**src/rtl/fetch_sequencer_pkg.sv**
```systemverilog
// Shared definitions for the fetch sequencer slice.
//   fetch_state_t    : sequencer FSM states (IDLE=0, FETCH=1, HALTED=2)
//   INST_W           : instruction word width
//   DEFAULT_RESET_PC : default first PC fetched after reset
package fetch_sequencer_pkg;

  localparam int unsigned INST_W           = 32;
  localparam int unsigned DEFAULT_RESET_PC = 0;

  typedef enum logic [1:0] {
    IDLE   = 2'd0,
    FETCH  = 2'd1,
    HALTED = 2'd2
  } fetch_state_t;

endpackage

```
**src/rtl/fetch_sequencer_skid_buffer.sv**
```systemverilog
// fetch_skid_buffer: output register plus one skid entry of {pc, inst}.
//   clk, rst (async, active-low), flush (drops both entries)
//   in_valid/in_ready/in_pc/in_inst    : upstream (returning imem data)
//   out_valid/out_ready/out_pc/out_inst: downstream (decode)
//   count                              : number of occupied entries (0..2)
module fetch_skid_buffer
  import fetch_sequencer_pkg::*;
#(
  parameter int unsigned PC_W = 32
) (
  input  logic              clk,
  input  logic              rst,
  input  logic              flush,
  input  logic              in_valid,
  output logic              in_ready,
  input  logic [PC_W-1:0]   in_pc,
  input  logic [INST_W-1:0] in_inst,
  output logic              out_valid,
  input  logic              out_ready,
  output logic [PC_W-1:0]   out_pc,
  output logic [INST_W-1:0] out_inst,
  output logic [1:0]        count
);

  logic              skid_valid;
  logic [PC_W-1:0]   skid_pc;
  logic [INST_W-1:0] skid_inst;
  logic              out_free;

  // Output slot can take a new word when empty or draining this cycle.
  assign out_free = !out_valid || out_ready;
  assign in_ready = !skid_valid || out_ready;
  assign count    = 2'(out_valid) + 2'(skid_valid);

  always_ff @(posedge clk or negedge rst) begin
    if (!rst) begin
      out_valid  <= 1'b0;
      out_pc     <= '0;
      out_inst   <= '0;
      skid_valid <= 1'b0;
      skid_pc    <= '0;
      skid_inst  <= '0;
    end else if (flush) begin
      out_valid  <= 1'b0;
      skid_valid <= 1'b0;
    end else if (out_free) begin
      if (skid_valid) begin
        // Skid is older than the incoming word: it moves up first.
        out_valid  <= 1'b1;
        out_pc     <= skid_pc;
        out_inst   <= skid_inst;
        skid_valid <= in_valid;
        if (in_valid) begin
          skid_pc   <= in_pc;
          skid_inst <= in_inst;
        end
      end else begin
        out_valid <= in_valid;
        if (in_valid) begin
          out_pc   <= in_pc;
          out_inst <= in_inst;
        end
      end
    end else if (in_valid && !skid_valid) begin
      skid_valid <= 1'b1;
      skid_pc    <= in_pc;
      skid_inst  <= in_inst;
    end
  end

endmodule

```
**src/rtl/fetch_sequencer.sv**
```systemverilog
// fetch_sequencer: owns the PC, drives instruction_memory one word address per
// cycle, absorbs its 1-cycle read latency and hands words to decode via
// valid/ready. Handles redirect, halt and out-of-range fault.
//   clk, rst (async, active-low)
//   imem_addr / imem_rdata         : instruction_memory interface
//   inst_valid/inst_ready/inst_out/inst_pc : decode interface
//   redirect_valid, redirect_pc    : jump/branch target (pulse)
//   halt                           : level, stops new issue
//   fault                          : sticky, fetch attempted at PC >= IMEM_DEPTH
//   perf_fetch_cnt, perf_redirect_cnt : counters when FETCH_PERF_EN is defined,
//                                       otherwise tied to zero
module fetch_sequencer
  import fetch_sequencer_pkg::*;
#(
  parameter int unsigned     ADDR_W     = 32,
  parameter int unsigned     IMEM_DEPTH = 64,
  parameter logic [ADDR_W-1:0] RESET_PC = ADDR_W'(DEFAULT_RESET_PC)
) (
  input  logic              clk,
  input  logic              rst,
  output logic [ADDR_W-1:0] imem_addr,
  input  logic [INST_W-1:0] imem_rdata,
  output logic              inst_valid,
  input  logic              inst_ready,
  output logic [INST_W-1:0] inst_out,
  output logic [ADDR_W-1:0] inst_pc,
  input  logic              redirect_valid,
  input  logic [ADDR_W-1:0] redirect_pc,
  input  logic              halt,
  output logic              fault,
  output logic [31:0]       perf_fetch_cnt,
  output logic [15:0]       perf_redirect_cnt
);

  fetch_state_t      state;
  logic [ADDR_W-1:0] fetch_pc;
  logic [ADDR_W-1:0] inflight_pc;
  logic              inflight_valid;
  logic              drain;
  logic [1:0]        buf_count;
  logic              buf_in_ready;
  logic [2:0]        occ;
  logic              issue_slot;
  logic              at_bound;

  assign imem_addr  = fetch_pc;
  assign drain      = inst_valid && inst_ready;
  // Words owed to decode after this cycle's transfer; at most two may be
  // outstanding so a returning word always finds room.
  assign occ        = 3'(inflight_valid) + 3'(buf_count) - 3'(drain);
  assign issue_slot = (occ < 3'd2);
  assign at_bound   = (fetch_pc >= ADDR_W'(IMEM_DEPTH));

  always_ff @(posedge clk or negedge rst) begin
    if (!rst) begin
      state          <= IDLE;
      fetch_pc       <= RESET_PC;
      inflight_valid <= 1'b0;
      inflight_pc    <= '0;
      fault          <= 1'b0;
    end else begin
      inflight_valid <= 1'b0;
      if (redirect_valid) begin
        fetch_pc <= redirect_pc;
        fault    <= 1'b0;
        state    <= halt ? HALTED : FETCH;
      end else begin
        unique case (state)
          IDLE: state <= FETCH;
          FETCH: begin
            if (halt) begin
              state <= HALTED;
            end else if (issue_slot) begin
              if (at_bound) begin
                fault <= 1'b1;
                state <= HALTED;
              end else begin
                fetch_pc       <= fetch_pc + ADDR_W'(1);
                inflight_valid <= 1'b1;
                inflight_pc    <= fetch_pc;
              end
            end
          end
          // Dropping halt resumes at fetch_pc; a fault waits for a redirect.
          HALTED: if (!halt && !fault) state <= FETCH;
          default: state <= IDLE;
        endcase
      end
    end
  end

  fetch_skid_buffer #(
    .PC_W (ADDR_W)
  ) u_skid (
    .clk       (clk),
    .rst       (rst),
    .flush     (redirect_valid),
    .in_valid  (inflight_valid),
    .in_ready  (buf_in_ready),
    .in_pc     (inflight_pc),
    .in_inst   (imem_rdata),
    .out_valid (inst_valid),
    .out_ready (inst_ready),
    .out_pc    (inst_pc),
    .out_inst  (inst_out),
    .count     (buf_count)
  );

  a_return_has_room: assert property (
    @(posedge clk) disable iff (!rst) inflight_valid |-> buf_in_ready
  );

`ifdef FETCH_PERF_EN
  logic [31:0] fetch_cnt;
  logic [15:0] redirect_cnt;

  always_ff @(posedge clk or negedge rst) begin
    if (!rst) begin
      fetch_cnt    <= '0;
      redirect_cnt <= '0;
    end else begin
      if (drain)          fetch_cnt    <= fetch_cnt + 32'd1;
      if (redirect_valid) redirect_cnt <= redirect_cnt + 16'd1;
    end
  end

  assign perf_fetch_cnt    = fetch_cnt;
  assign perf_redirect_cnt = redirect_cnt;
`else
  assign perf_fetch_cnt    = '0;
  assign perf_redirect_cnt = '0;
`endif

endmodule

```
**config.mk**
```make
export PLATFORM = sky130hd
export DESIGN_NAME = fetch_sequencer
export DESIGN_NICKNAME = d
export VERILOG_FILES = /design/src/rtl/fetch_sequencer_pkg.sv /design/src/rtl/fetch_sequencer_skid_buffer.sv /design/src/rtl/fetch_sequencer.sv
export SDC_FILE = /design/constraint.sdc
export NUM_CORES = 1
export LEC_CHECK = 0
export CORE_ASPECT_RATIO = 0.9
export CORE_MARGIN = 3
export CORE_UTILIZATION = 49
export CTS_CLUSTER_SIZE = 30
export DETAILED_ROUTE_END_ITERATION = 8
export HOLD_SLACK_MARGIN = 0.12
export MAX_ROUTING_LAYER = met4
export PLACE_DENSITY = 0.91
export SYNTH_ARGS = -nofsm -noshare
export SYNTH_HDL_FRONTEND = slang
export SYNTH_SLANG_ARGS = --single-unit
export TNS_END_PERCENT = 100
```
**constraint.sdc**
```tcl
create_clock -name clk -period 3.7 [get_ports clk]
set_clock_uncertainty 0.2 [all_clocks]
set_input_delay 0.74 -clock clk [delete_from_list [all_inputs] [get_ports clk]]
set_output_delay 0.74 -clock clk [all_outputs]
set_load 0.03 [all_outputs]
```
==> impl_metrics.json, run 1 <==
{
  "post-synth-top-area-cell": "dfrtp_1",
  "power.static_leakage_nw": 4.78,
  "worst_slack_ps": 489,
  "crit_path_max_fanout": 18,
  "port_buffers": 166,
  "multi_input_area_sq_mm": 0.00313,
  "drive_above_1_share_pct": 16.6,
  "floorplan.core_area_sq_mm": 0.0165,
  "grt_start_max_net_pins": 129,
  "grt_first_pass_wirelength_mm": 27.4,
  "die_y_um": 131,
  "total_power_w": 0.00493,
  "worst_setup_path_start_kind": "primary input",
  "synthesis.instances": 684,
  "worstHoldPathType": "primary input to async pin",
  "post-dp-hpwl_mm": 11.4,
  "synth_area_per_cell_sq_um": 12.4,
  "cts-htree-levels": 4,
  "finalCriticalPeriod_ps": 3210,
  "cts_post_setup_buffers_inserted": 0,
  "worst-slew-pin-transition_ps": 1170,
  "regToRegEndpoint": "inflight_pc[18]",
  "placementRows": 44,
  "cp-startpoint": "inst_ready",
  "fillers": 1230,
  "synth_top_cell_area_share_pct": 58.5,
  "run_status": "finished clean",
  "nets": 914,
  "clk_transition_reported_paths_ps": 70,
  "fin_crit_sh_pct": 86.8,
  "routed_via_density": 5.09,
  "post_synth_most_frequent_cells": "dfrtp_1 (198), mux2_2 (92), nor2_1 (75), a21oi_1 (71), mux2i_1 (68)",
  "dp_worst_setup_slack_ps": 40.6,
  "layout.cell_area.non_filler_sq_mm": 0.0108,
  "hold_buffers": 0,
  "unrepaired_setup_endpoints_after_global_routing": "false",
  "cts_root_buffer": "clkbuf_16",
  "clockBufferDepth": 2,
  "final_hold_violation_count": 0,
  "max-cap-violations": 0,
  "total_routed_length_mm": 17.1,
  "reg2reg_slack_ps": 810,
  "r2r-start": "u_skid.out_valid",
  "max_freq_mhz": 311,
  "cpLargestDelayFamily": "simple AND/OR/NAND/NOR gates",
  "synth_edf_count": 0,
  "critPathMaxStageDelay_ps": 470,
  "initial_core_util_pct": 51.3,
  "yosys.cell_count.top_type": "dfrtp_1",
  "crit_path_end_kind": "flop",
  "timing.critical_path.slowest_stage_cell": "and2_1",
  "first_global_vias": 5487,
  "post_synth_instance_area_sq_mm": 0.00847,
  "synth_seq_area_share_pct": 58.5,
  "synth_seq_cells": 198,
  "clock_latency_ps": 410,
  "synth_top_cells_by_area": "dfrtp_1 (59%), mux2_2 (12%), mux2i_1 (8.0%)",
  "die_area_sq_mm": 0.0189,
  "setup-tns-final_ps": 0,
  "worstPathRequired_ps": 3790,
  "path_buf_inv": 3,
  "reg2reg_depth": 10,
  "ys_types": 37,
  "drv_slew": 0,
  "yosys_warnings": 0,
  "maxSlewHeadroom_pct": 22.0,
  "detailed_place.area_sq_mm": 0.0102,
  "power_density_mw_per_mm2": 458,
  "grt_use_total_pct": 19.0,
  "flow.area_growth_from_synthesis_pct": 27.1,
  "tritoncts_buffer_count": 17,
  "first_pass_iters": 6,
  "clock-sinks": 198,
  "place.gp.congestion": 0.788,
  "cp_cell_sequence": "clkdlybuf4s50_1 -> and2_1 -> ha_1 -> inv_1 -> ha_1 -> a21oi_1 -> xnor2_1 -> nor4_4 -> and2_1 -> buf_4 -> nor2b_1",
  "global_route.overflow_total": 0,
  "dominantRegCellSynth": "dfrtp_1",
  "report.final.setup_viol": 0,
  "clock_tree_from_tritoncts": "done",
  "routedWlPerCell_um": 16.1,
  "worst-endpoint-arrival_ps": 3300,
  "async_reset_ff_share_pct": 100,
  "number_of_antenna_violations_at_the_first_check_in_global_routing": 0,
  "num_antenna_cells": 0,
  "cts_resized": 0,
  "maximum_resistive_drop_on_vdd_mv": 0.391,
  "die_x_um": 145,
  "drtIter0Drc": 241,
  "ioPinCount": 215,
  "path_class": "primary input to flop",
  "postRouteAntennaNets": 0,
  "regArea_sq_mm": 0.00496,
  "remaining_drc_errors": 0,
  "detailroute.via_count": 5398
}
## area by class of cell
class / count / area share, %
clock buffers: 23 / 4.44
clock inverters: 8 / 1.14
inverters: 9 / 0.314
multi-input cells: 438 / 29.1
flip-flops and latches: 198 / 46.1
well taps: 207 / 2.41
repair buffers: 177 / 16.5
## how the worst max path moves through the flow
stage / end / slack (ps) / cells after the start
after global routing: inflight_pc[30] / 320 / 11
after CTS: inflight_pc[18] / 500 / 11
after floorplan: inflight_pc[5] / 550 / 11
after global placement: inflight_pc[2] / 170 / 10
after detailed placement: inflight_pc[29] / 40 / 11
final: inflight_pc[18] / 490 / 11
## report_power, final
| part | leakage, nW | switching [W] | total [W] | internal [W] |
|---|---|---|---|---|
| Sequential | 2.55 | 0.0000784 | 0.00234 | 0.00226 |
| Combinational | 1.93 | 0.000429 | 0.000729 | 0.000300 |
| Clock | 0.297 | 0.000751 | 0.00187 | 0.00111 |
| Total | 4.78 | 0.00126 | 0.00493 | 0.00368 |
## placed cells by master, fill, tap and decap left out, types with 4 or more instances in the layout
master	n
ha_1	4
nor2_1	75
buf_4	8
clkdlybuf4s50_1	164
nor2b_1	29
inv_1	9
mux2i_1	68
nand2_1	11
conb_1	48
dfrtp_1	197
o21ai_0	4
clkbuf_16	17
clkbuf_8	4
a21oi_1	71
nor4_1	4
mux2_2	92
## flip-flops by register name, indices dropped and copies added (netlist names), 2 cells and up
register,flops
imem_addr,32
u_skid.out_pc,32
inflight_pc,32
u_skid.skid_pc,32
u_skid.out_inst,32
state,2
u_skid.skid_inst,32
## worst register-to-register path, stage by stage, from the launching register on
cell and delay [ps]:
dfrtp_1 430, and2_1 170, ha_1 270, inv_1 40, ha_1 270, a21oi_1 170, xnor2_1 170, nor4_4 180
and2_1 470, buf_4 310, nor2b_1 80
## per-layer routing
| layer | global-route usage (%) | routed length, um | vias to the layer above |
|---|---|---|---|
| li1 | - | - | 2569 |
| met3 | 5.06 | 861 | 6 |
| met5 | - | 0 | - |
| met4 | 3.89 | 91 | 0 |
| met1 | 24.8 | 7610 | 2668 |
| met2 | 30.2 | 8510 | 155 |
## metrics by stage
step           cells  hold WS, ps  utilization [%]
2_1_floorplan    731          244                -
3_3_place_gp    1029          288             61.5
3_5_place_dp    1029          295             61.5
4_1_cts         1060          203             65.2
5_1_grt         1060          207             65.2
6_report        1060          162             65.2
## logic make-up after synthesis
kind of cell	after synthesis	share of synthesized area, %
xor+xnor	3	0.310
other cells	1	0.0443
mux	163	20.8
buf+inv	95	6.66
compound gates	83	5.22
simple gates	137	7.90
flops	198	58.5
fa+ha+maj	4	0.591
Power figures use the tool's default switching activity.
==> run 2: changes to the inputs <==
--- a/config.mk
+++ b/config.mk
@@ -7,12 +7,13 @@
 export LEC_CHECK = 0
 export CORE_ASPECT_RATIO = 0.9
 export CORE_MARGIN = 3
-export CORE_UTILIZATION = 49
+export CORE_UTILIZATION = 44
 export CTS_CLUSTER_SIZE = 30
 export DETAILED_ROUTE_END_ITERATION = 8
 export HOLD_SLACK_MARGIN = 0.12
 export MAX_ROUTING_LAYER = met4
-export PLACE_DENSITY = 0.91
+export PLACE_DENSITY = 0.87
+export SKIP_LAST_GASP = 1
 export SYNTH_ARGS = -nofsm -noshare
 export SYNTH_HDL_FRONTEND = slang
 export SYNTH_SLANG_ARGS = --single-unit
==> constraint.sdc (replaced) <==
create_clock -name clk -period 2.55 [get_ports clk]
set_clock_uncertainty 0.2 [all_clocks]
set_input_delay 0.51 -clock clk [delete_from_list [all_inputs] [get_ports clk]]
set_output_delay 0.51 -clock clk [all_outputs]
set_load 0.03 [all_outputs]
==> impl_metrics.json, run 2 (synthesis results as in run 1) <==
{
  "cp_cell_sequence": "and2_4 -> ha_4 -> inv_2 -> ha_4 -> a21oi_4 -> xnor2_2 -> nor4_4 -> and2_4 -> buf_6 -> mux2_4",
  "max-cap-violations": 0,
  "cts_root_buffer": "clkbuf_16",
  "initial_core_util_pct": 45.4,
  "place.gp.congestion": 0.751,
  "setup-tns-final_ps": 0,
  "finalCriticalPeriod_ps": 2510,
  "number_of_antenna_violations_at_the_first_check_in_global_routing": 0,
  "fillers": 1504,
  "crit_path_end_kind": "flop",
  "fin_crit_sh_pct": 98.5,
  "port_buffers": 166,
  "layout.cells.most_common_list": "dfrtp_1 (196), clkdlybuf4s50_1 (163), mux2_2 (89)",
  "die_x_um": 152,
  "total_power_w": 0.00715,
  "floorplan.core_area_sq_mm": 0.0186,
  "max_freq_mhz": 398,
  "num_antenna_cells": 0,
  "worst-slew-pin-transition_ps": 802,
  "remaining_drc_errors": 0,
  "clock-sinks": 198,
  "clockBufferDepth": 2,
  "detailroute.via_count": 5568,
  "power_density_mw_per_mm2": 638,
  "die_y_um": 138,
  "global_route.overflow_total": 0,
  "routedWlPerCell_um": 15.5,
  "grt_start_max_net_pins": 71,
  "ioPinCount": 215,
  "holdCritStartpoint": "u_skid.skid_inst[21]",
  "timing.critical_path.slowest_stage_cell": "dfrtp_2",
  "first_global_vias": 5759,
  "flow.area_growth_from_synthesis_pct": 32.2,
  "drtIter0Drc": 319,
  "routed_via_density": 4.94,
  "worstHoldPathType": "flop to flop",
  "cp-startpoint": "u_skid.out_valid",
  "unrepaired_setup_endpoints_after_global_routing": "true",
  "tritoncts_buffer_count": 17,
  "first_pass_iters": 4,
  "clock_latency_ps": 420,
  "total_routed_length_mm": 17.5,
  "report.final.setup_viol": 0,
  "critPathMaxStageDelay_ps": 420,
  "worst-endpoint-arrival_ps": 2610,
  "worst_setup_path_start_kind": "flop",
  "worst_slack_ps": 38.1,
  "nets": 943,
  "maxSlewHeadroom_pct": 46.5,
  "hold_slack_ps": 304,
  "run_status": "finished clean",
  "worstPathRequired_ps": 2650,
  "dp_worst_setup_slack_ps": -597,
  "clk_transition_reported_paths_ps": 70,
  "cts-htree-levels": 4,
  "post-dp-hpwl_mm": 12.3,
  "r2r-start": "u_skid.out_valid",
  "drive_above_1_share_pct": 20.8,
  "grt_first_pass_wirelength_mm": 28.5,
  "placementRows": 47,
  "crit_path_max_fanout": 6,
  "drv_slew": 0,
  "postLayoutCoreUtil_pct": 60.1,
  "postRouteAntennaNets": 0,
  "power.static_leakage_nw": 4.96,
  "final_hold_violation_count": 0,
  "die_area_sq_mm": 0.0209,
  "path_class": "flop to flop",
  "maximum_resistive_drop_on_vdd_mv": 0.456,
  "leading_cell_type_in_the_layout_fill_and_taps_excluded": "dfrtp_1",
  "clock_tree_from_tritoncts": "done",
  "grt_use_total_pct": 17.3
}
## run 2: area by class of cell
class / count / area [sq um] / share of cell area, %
clock buffer: 20 / 457 / 4.08
clock inverter: 12 / 145 / 1.30
inverter: 9 / 33.8 / 0.302
multi-input combinational: 438 / 3210 / 28.7
sequential: 198 / 4960 / 44.3
tap: 245 / 307 / 2.74
timing repair buffer: 206 / 2080 / 18.6
## run 2: repair_timing
action | in CTS | in global routing
resized for setup | 2 | 7
hold buffers | 1 | 0
endpoints found under the setup margin | 31 | 30
setup buffers | 1 | 1
pin swaps | 4 | 5
endpoints found under the hold margin | 63 | 0
## run 2: stage by stage
| step | instances | area [sq um] |
|---|---|---|
| 6_report | 1128 | 11200 |
| 5_1_grt | 1128 | 11200 |
| 4_1_cts | 1127 | 11200 |
| 3_5_place_dp | 1093 | 10500 |
| 3_3_place_gp | 1093 | 10500 |
| 2_1_floorplan | 731 | 8700 |
## run 2: critical path, delay by kind of cell, from the launching register on
| family | cells | cell delay, ps |
|---|---|---|
| AO/OA/AOI/OAI | 1 | 60 |
| XOR/XNOR | 1 | 170 |
| adder cells (fa/ha/maj) | 2 | 520 |
| buffers and inverters | 2 | 160 |
| flip-flops | 1 | 420 |
| multiplexers | 1 | 300 |
| AND/OR/NAND/NOR | 3 | 570 |
## run 2: layer usage
metal | global-route usage (%) | vias to the layer above | share of wire [%]
li1 | - | 2626 | -
met1 | 21.5 | 2786 | 44
met2 | 28.9 | 148 | 51
met3 | 4.27 | 8 | 5.3
met4 | 4.19 | 0 | 0.57
met5 | - | - | 0
## run 2: where the power goes
part / internal [W] / switching, W
clock network: 0.00152 / 0.00117
registers: 0.00328 / 0.000110
logic: 0.000443 / 0.000624
## run 2: final timing paths
kind,to,slack [ps],depth (start not counted)
worst max-delay path,inflight_pc[0],40,10
worst min-delay path,u_skid.skid_inst[21],300,1
worst max register to register,inflight_pc[0],40,10
worst min register to register,u_skid.skid_inst[21],300,1
max in group asynchronous,u_skid.skid_pc[15],1020,3
min in group asynchronous,u_skid.out_inst[27],450,2
